--- src/rtl/serial_frame_deserializer.sv ---
// serial_frame_deserializer
//   Watches a single-bit serial line for framed words (start=1, WIDTH data
//   bits, stop=0). It assembles each word in the bit order selected by leri,
//   which is captured at the start bit. Good words are offered through a
//   one-entry valid/ready holding buffer.
//
// Ports:
//   clk, rst       clock, asynchronous active-high reset
//   ena            clock enable; when low, all state holds
//   in             serial data, idle level 0
//   leri           1 = MSB first, 0 = LSB first (sampled at the start bit)
//   out_data       assembled word, held while out_valid
//   out_valid      out_data holds an unconsumed word
//   out_ready      consumer accepts on out_valid && out_ready (only when ena)
//   frame_err      one-cycle pulse after a stop bit sampled as 1
//   overrun        sticky until rst: a good word was dropped, buffer full
//   busy           frame in progress (state != IDLE)
module serial_frame_deserializer #(
    parameter int WIDTH = 8
) (
    input  logic             clk,
    input  logic             rst,
    input  logic             ena,
    input  logic             in,
    input  logic             leri,
    output logic [WIDTH-1:0] out_data,
    output logic             out_valid,
    input  logic             out_ready,
    output logic             frame_err,
    output logic             overrun,
    output logic             busy
);

    localparam int CW = (WIDTH > 1) ? $clog2(WIDTH) : 1;

    localparam logic [1:0] IDLE = 2'd0;
    localparam logic [1:0] DATA = 2'd1;
    localparam logic [1:0] STOP = 2'd2;

    logic [1:0]       state;
    logic [CW-1:0]    cnt;
    logic [WIDTH-1:0] acc;
    logic             frame_dir;

    // Good frame completes on this cycle's STOP sample.
    logic good;
    assign good = ena && (state == STOP) && !in;

    // state is a register, so busy has no combinational path from inputs.
    assign busy = (state != IDLE);

    always_ff @(posedge clk or posedge rst) begin
        if (rst) begin
            state     <= IDLE;
            cnt       <= '0;
            acc       <= '0;
            frame_dir <= 1'b0;
            out_data  <= '0;
            out_valid <= 1'b0;
            frame_err <= 1'b0;
            overrun   <= 1'b0;
        end else begin
            frame_err <= 1'b0;
            if (ena) begin
                case (state)
                    IDLE: begin
                        if (in) begin
                            frame_dir <= leri;
                            cnt       <= '0;
                            state     <= DATA;
                        end
                    end
                    DATA: begin
                        // First received bit ends up at MSB (dir 1) or LSB (dir 0).
                        if (frame_dir) acc <= {acc[WIDTH-2:0], in};
                        else           acc <= {in, acc[WIDTH-1:1]};
                        if (cnt == CW'(WIDTH - 1)) state <= STOP;
                        else                       cnt   <= cnt + 1'b1;
                    end
                    STOP: begin
                        // No start detection here; the next start is sampled in IDLE.
                        state <= IDLE;
                        if (in) frame_err <= 1'b1;
                    end
                    default: state <= IDLE;
                endcase

                // A commit and a consume on the same edge swap the word in place.
                if (good) begin
                    if (!out_valid || out_ready) begin
                        out_data  <= acc;
                        out_valid <= 1'b1;
                    end else begin
                        overrun <= 1'b1;
                    end
                end else if (out_valid && out_ready) begin
                    out_valid <= 1'b0;
                end
            end
        end
    end

endmodule

--- config.mk ---
export PLATFORM = sky130hd
export DESIGN_NAME = serial_frame_deserializer
export DESIGN_NICKNAME = d
export VERILOG_FILES = /design/src/rtl/serial_frame_deserializer.sv
export SDC_FILE = /design/constraint.sdc
export NUM_CORES = 1
export LEC_CHECK = 0
export ABC_AREA = 0
export BUFFER_PORTS_ARGS = -buffer_cell sky130_fd_sc_hd__clkbuf_2
export CAP_MARGIN = 20
export CELL_PAD_IN_SITES_DETAIL_PLACEMENT = 1
export CELL_PAD_IN_SITES_GLOBAL_PLACEMENT = 1
export CORE_MARGIN = 4
export CORE_UTILIZATION = 39
export DETAILED_ROUTE_END_ITERATION = 12
export PLACE_DENSITY_LB_ADDON = 0.1
export SLEW_MARGIN = 20
export SYNTH_ARGS = -nofsm -noshare
export SYNTH_HDL_FRONTEND = slang
export SYNTH_SLANG_ARGS = --single-unit
--- constraint.sdc ---
create_clock -name clk -period 1.96 [get_ports clk]
set_clock_uncertainty 0.1 [all_clocks]
set_input_delay 0.098 -clock clk [delete_from_list [all_inputs] [get_ports clk]]
set_output_delay 0.098 -clock clk [all_outputs]
set_load 0.01 [all_outputs]
==> flow_metrics.tcl, run 1 <==
set metrics [dict create \
    port_buffers 17 \
    max_freq_ghz 0.546 \
    fillers 311 \
    cp_top_family "adder cells" \
    p_clk_share_pct 15.4 \
    fin_crit_ns 1.83 \
    final_max_slew_viol_count 0 \
    path_class "reg -> reg" \
    ant_nets 0 \
    syn_area_mm2 0.00112 \
    synthAdderAreaFrac_pct 2.22 \
    io_pins 18 \
    period_share_pct 93.5 \
    cp.required_ns 2.07 \
    yosysSeqAreaShare_pct 55.6 \
    place.gp.congestion 0.666 \
    cts-root-buf "clkbuf_4" \
    cts_buffers 3 \
    final_nets 122 \
    synth_area_per_cell_um2 12.5 \
    setup_violations 0 \
    die_w_um 61.7 \
    vdd_drop_max_mv 0.614 \
    diodes 0 \
    power_frac_comb_pct 28.3 \
    first_iter_violations 29 \
    worstPathArrival_ns 1.94 \
    yosysWarnings 0 \
    powerDensity_mw_per_mm2 1130 \
    cpMostUsedCell "ha_1" \
    cp_slowest_cell "dfrtp_1" \
    dieArea_mm2 0.00381 \
    postCtsSetupBuffers 0 \
    worst_pin_slew_ns 0.517 \
    slew_headroom_pct 65.4 \
    synth_xor_area_share_pct 0 \
    initial_utilization_pct 40.8 \
    cp_max_fo 3 \
    grt-ovfl-total 0 \
    core-area_mm2 0.00276 \
    fin_setup_tns_ns 0 \
    clock-sinks 25 \
    crit_start "cnt[0]" \
    switchingPower_mw 0.515 \
    cts_buffer_depth 2 \
    power_frac_seq_pct 56.3 \
    clkLatencyLatePin_ns 0.31 \
    crit_path_cell_trace "ha_1, ha_1, a2111oi_4, mux2_1" \
    drv_cap 0 \
    grt_pass1_wl_um 3530 \
    r2r_slack_ns 0.13 \
    status "finished clean" \
    cts_max_level 1 \
    drive_above_1_share_pct 23.9 \
    switching_share_pct 34.9 \
    synth_seq_cells 25 \
    synth_top_family_by_area "multiplexers" \
    routed_wl_um 2020 \
    power.leakage_nw 0.680 \
    rsz0062_at_grt "false" \
    routed-via-count 750 \
    hold_path_class "in -> reg" \
    globalRouteTotalUtil_pct 13.0 \
    hpwlAfterDp_um 1440 \
    yosys.area_share.simple_pct 9.57 \
    cts.clk_slew.worst_paths_ns 0.13 \
    synth_cells 90 \
    ys_types 22 \
    cts_tree "built" \
    dr.pass1.iters 4 \
    first_global_vias 760 \
    grt_start_max_net_pins 26 \
    area_delta_synth_final_pct 16.0 \
    rows 19 \
    utilization_pct 47.3 \
    antenna_found_initial 0 \
    routedWlPerCell_um 14.0 \
    via_per_inst 5.21 \
    die_h_um 61.7 \
    critPathBufInv 0 \
    crit_path_end_kind "flip-flop" \
    p_int_mw 0.958 \
    drcViolationCount 0 \
    worstHoldStart "out_ready" \
    synth_compound_area_share_pct 10.8 \
    worst_r2r_startpoint "cnt[0]" \
    worstSetupStartpointType "flip-flop" \
    finalHoldViolations 0 \
    cp_slowest_stage_delay_ns 0.42 \
    syn_nets 98 \
    synth.area.mux_share_pct 19.1 \
]
==> final timing paths <==
| path | end | cells after the start |
|---|---|---|
| setup / recovery | cnt[0] | 4 |
| hold / removal | out_valid | 3 |
| setup reg to reg | cnt[0] | 4 |
| hold reg to reg | overrun | 1 |
| max in group asynchronous | acc[1] | 4 |
| min in group asynchronous | out_data[7] | 4 |
==> placed cells by master (no fill, tap or decap) <==
| cell type | n |
|---|---|
| clkbuf_2 | 17 |
| nand2_1 | 10 |
| nor4bb_1 | 1 |
| clkbuf_4 | 3 |
| ha_1 | 2 |
| or2_2 | 1 |
| and4b_1 | 1 |
| mux2_1 | 12 |
| nor2_1 | 3 |
| dfrtp_1 | 25 |
| and4bb_2 | 1 |
| clkbuf_1 | 1 |
| o21ai_4 | 1 |
| mux2i_1 | 8 |
| o21ai_0 | 7 |
| nor2_2 | 1 |
| nand3b_1 | 1 |
| a21o_1 | 2 |
| inv_1 | 6 |
| o21ai_1 | 2 |
| dlygate4sd3_1 | 3 |
| a31o_2 | 1 |
| o2bb2ai_1 | 1 |
| nand2b_1 | 1 |
| a2111oi_4 | 1 |
| buf_4 | 1 |
==> through the flow <==
step / area [µm²] / std cells / hold WS [ns] / setup slack (ns) / power (mW)
5_1_grt: 1310 / 144 / 0.00370 / 0.0403 / 1.63
6_report: 1310 / 144 / 0.00853 / 0.127 / 1.47
3_3_place_gp: 1250 / 137 / 0.0451 / 0.160 / 1.24
3_5_place_dp: 1250 / 137 / 0.0523 / 0.0733 / 1.27
4_1_cts: 1310 / 144 / 0.00229 / 0.0553 / 1.50
2_1_floorplan: 1120 / 90 / 0.0253 / 0.204 / 1.14
==> power by group through the flow <==
| stage | combinational, mW | sequential, mW | clock [mW] |
|---|---|---|---|
| 2_1_floorplan | 0.369 | 0.767 | 0 |
| 3_3_place_gp | 0.407 | 0.835 | 0 |
| 3_5_place_dp | 0.424 | 0.845 | 0 |
| 4_1_cts | 0.430 | 0.832 | 0.240 |
| 5_1_grt | 0.497 | 0.862 | 0.271 |
| 6_report | 0.417 | 0.829 | 0.226 |
==> logic make-up after synthesis <==
logic type | after synthesis
buffers and inverters | 8
multiplexers | 20
flip-flops | 25
adder cells (fa/ha/maj) | 2
AO/OA/AOI/OAI | 15
AND/OR/NAND/NOR | 20
==> state kept, by name (all words and copies together), names as in the netlist <==
signal	cells
frame_dir	1
frame_err	1
state	2
cnt	3
overrun	1
out_data	8
out_valid	1
acc	8
==> worst register-to-register path, stage by stage (launching register included) <==
cell and delay (ns):
dfrtp_1 0.42, ha_1 0.20, ha_1 0.23, a2111oi_4 0.41
mux2_1 0.37
==> metal layers <==
metal  GRT usage [%]  part of all wire (%)
met3            2.48                   3.1
met5               0                     0
met2            22.0                    51
met1            16.1                    44
met4            5.45                   2.0
==> cell usage after synthesis, drive strengths merged <==
| cell type | instances | share of area [%] |
|---|---|---|
| nand3b | 1 | 0.67 |
| o21ai | 10 | 5.5 |
| and4bb | 1 | 1.1 |
| nor4bb | 1 | 0.89 |
| a31o | 1 | 0.78 |
| nor2 | 4 | 1.6 |
| dfrtp | 25 | 56 |
| inv | 6 | 2.0 |
| a2111oi | 1 | 2.4 |
| or2 | 1 | 0.56 |
| nand2b | 1 | 0.56 |
| mux2i | 8 | 7.1 |
| a21o | 2 | 1.3 |
| ha | 2 | 2.2 |
| mux2 | 12 | 12 |
| nand2 | 10 | 3.3 |
| o2bb2ai | 1 | 0.78 |
| and4b | 1 | 0.89 |
| clkbuf | 2 | 0.67 |
==> layout make-up <==
class	instances	area, µm²	area share, %
clock buffer	4	26.3	2.01
inverter	6	22.5	1.73
multi-input combinational	57	469	36.0
sequential	25	626	47.9
tap	31	38.8	2.97
timing repair buffer	21	123	9.40
==> what timing repair did <==
action,CTS,global route
setup endpoints to repair,0,1
hold buffers,3,0
hold endpoints to repair,27,0
gates resized for setup,0,0
(Power assumes the default switching activity.)
==> inputs of run 2 (changes only) <==
--- a/config.mk
+++ b/config.mk
@@ -6,13 +6,13 @@
 export NUM_CORES = 1
 export LEC_CHECK = 0
 export ABC_AREA = 0
-export BUFFER_PORTS_ARGS = -buffer_cell sky130_fd_sc_hd__clkbuf_2
 export CAP_MARGIN = 20
 export CELL_PAD_IN_SITES_DETAIL_PLACEMENT = 1
 export CELL_PAD_IN_SITES_GLOBAL_PLACEMENT = 1
 export CORE_MARGIN = 4
 export CORE_UTILIZATION = 39
 export DETAILED_ROUTE_END_ITERATION = 12
+export DONT_BUFFER_PORTS = 1
 export PLACE_DENSITY_LB_ADDON = 0.1
 export SLEW_MARGIN = 20
 export SYNTH_ARGS = -nofsm -noshare
==> flow_metrics.tcl, run 2 (synthesized netlist as in run 1, its figures left out) <==
set metrics [dict create \
    drv_cap 0 \
    power.leakage_nw 0.613 \
    place_area_mm2 0.00116 \
    cts_tree "built" \
    worst_pin_slew_ns 0.505 \
    seq_area_um2 626 \
    crit_path_end_kind "flip-flop" \
    globalRouteTotalUtil_pct 12.1 \
    timing.hold.ws_ns 0.00891 \
    final_common_cell "dfrtp_1" \
    vdd_drop_max_mv 0.563 \
    switching_share_pct 34.9 \
    power_frac_comb_pct 26.4 \
    die_w_um 61.7 \
    place.gp.congestion 0.681 \
    grt-ovfl-total 0 \
    worstSetupStartpointType "flip-flop" \
    switchingPower_mw 0.506 \
    cts_buffers 3 \
    cts_buffer_depth 2 \
    cts-root-buf "clkbuf_4" \
    final_max_slew_viol_count 0 \
    first_iter_violations 25 \
    antenna_found_initial 0 \
    worstPathArrival_ns 1.96 \
    hpwlAfterDp_um 1440 \
    setup_slack_ns 0.111 \
    rsz0062_at_grt "false" \
    final_nets 107 \
    finalHoldViolations 0 \
    fillers 301 \
    placed_cells 120 \
    initial_utilization_pct 40.8 \
    drcViolationCount 0 \
    grt_pass1_wl_um 3260 \
    status "finished clean" \
    power_frac_seq_pct 57.4 \
    p_int_mw 0.943 \
    area_delta_synth_final_pct 10.2 \
    grt_start_max_net_pins 20 \
    stdcell_count 129 \
    hold_path_class "in -> reg" \
    multi_input_area_um2 469 \
    ant_nets 0 \
    cp.required_ns 2.08 \
    cts-resized-gates 0 \
    reg.largest.list "acc (8), out_data (8), cnt (3)" \
    path_class "reg -> reg" \
    routed_wl_um 1980 \
    routed-via-count 690 \
    r2r_slack_ns 0.11 \
    dieArea_mm2 0.00381 \
    rows 19 \
    slew_headroom_pct 66.2 \
    dr.pass1.iters 4 \
    place_ws_ns 0.107 \
    layout_common_cells "dfrtp_1, mux2_1, nand2_1, mux2i_1, o21ai_0" \
    cp_max_fo 3 \
    fin_crit_ns 1.85 \
    cts.clk_slew.worst_paths_ns 0.14 \
    first_global_vias 702 \
    routedWlPerCell_um 15.4 \
    final_area_mm2 0.00124 \
    powerDensity_mw_per_mm2 1170 \
    via_per_inst 5.35 \
    drive_above_1_share_pct 10.2 \
    setup_violations 0 \
    period_share_pct 94.3 \
    cts_max_level 1 \
    max_freq_ghz 0.541 \
    fin_setup_tns_ns 0 \
    diodes 0 \
    p_clk_share_pct 16.2 \
    io_pins 18 \
    die_h_um 61.7 \
    port_buffers 0 \
    core-area_mm2 0.00276 \
    clkLatencyLatePin_ns 0.32 \
    clock-sinks 25 \
]
## run 2: cell types whose count changed in the layout (fill, tap and decap cells not counted), sizes merged
cell	delta
dlygate4sd3	+2
clkbuf	-17
## run 2: power by group through the flow
stage | combinational, mW | clock (mW) | sequential (mW)
floorplan | 0.369 | 0 | 0.767
global placement | 0.366 | 0 | 0.847
detailed placement | 0.383 | 0 | 0.853
CTS | 0.394 | 0.245 | 0.841
global route | 0.445 | 0.272 | 0.867
finish | 0.383 | 0.234 | 0.832
## run 2: worst paths after layout
path,start,endpoint,depth (start not counted)
min in group asynchronous,rst,out_valid,2
min,out_ready,out_data[5],2
max in group asynchronous,rst,acc[1],3
min reg2reg,cnt[1],cnt[1],1
max,cnt[0],cnt[0],4
max reg2reg,cnt[0],cnt[0],4
## run 2: layer usage
metal  GRT usage (%)  routed length, µm  vias up
li1                -                  -      331
met1            13.2                826      345
met2            22.1               1060       10
met3            2.07                 64        4
met4            6.36                 36        0
met5               0                  0        -
## run 2: critical path, stage by stage (launching register included)
cell and delay [ns]:
dfrtp_1 0.41, ha_1 0.20, ha_1 0.23, a2111oi_4 0.44
mux2_1 0.36
## run 2: through the flow
stage,util (%),power [mW]
finish,45.0,1.45
global route,45.0,1.58
CTS,45.0,1.48
detailed placement,42.2,1.24
global placement,42.2,1.21
floorplan,-,1.14
## run 2: what timing repair did
item,4_1_cts,5_1_grt
hold buffers,5,0
setup buffers,0,0
hold endpoints to repair,33,0
## run 2: layout make-up
class	instances	area share, %
Timing Repair Buffer	6	4.64
Tap cell	31	3.13
Inverter	6	1.82
Clock buffer	4	2.12
Sequential cell	25	50.5
Multi-Input combinational cell	57	37.8
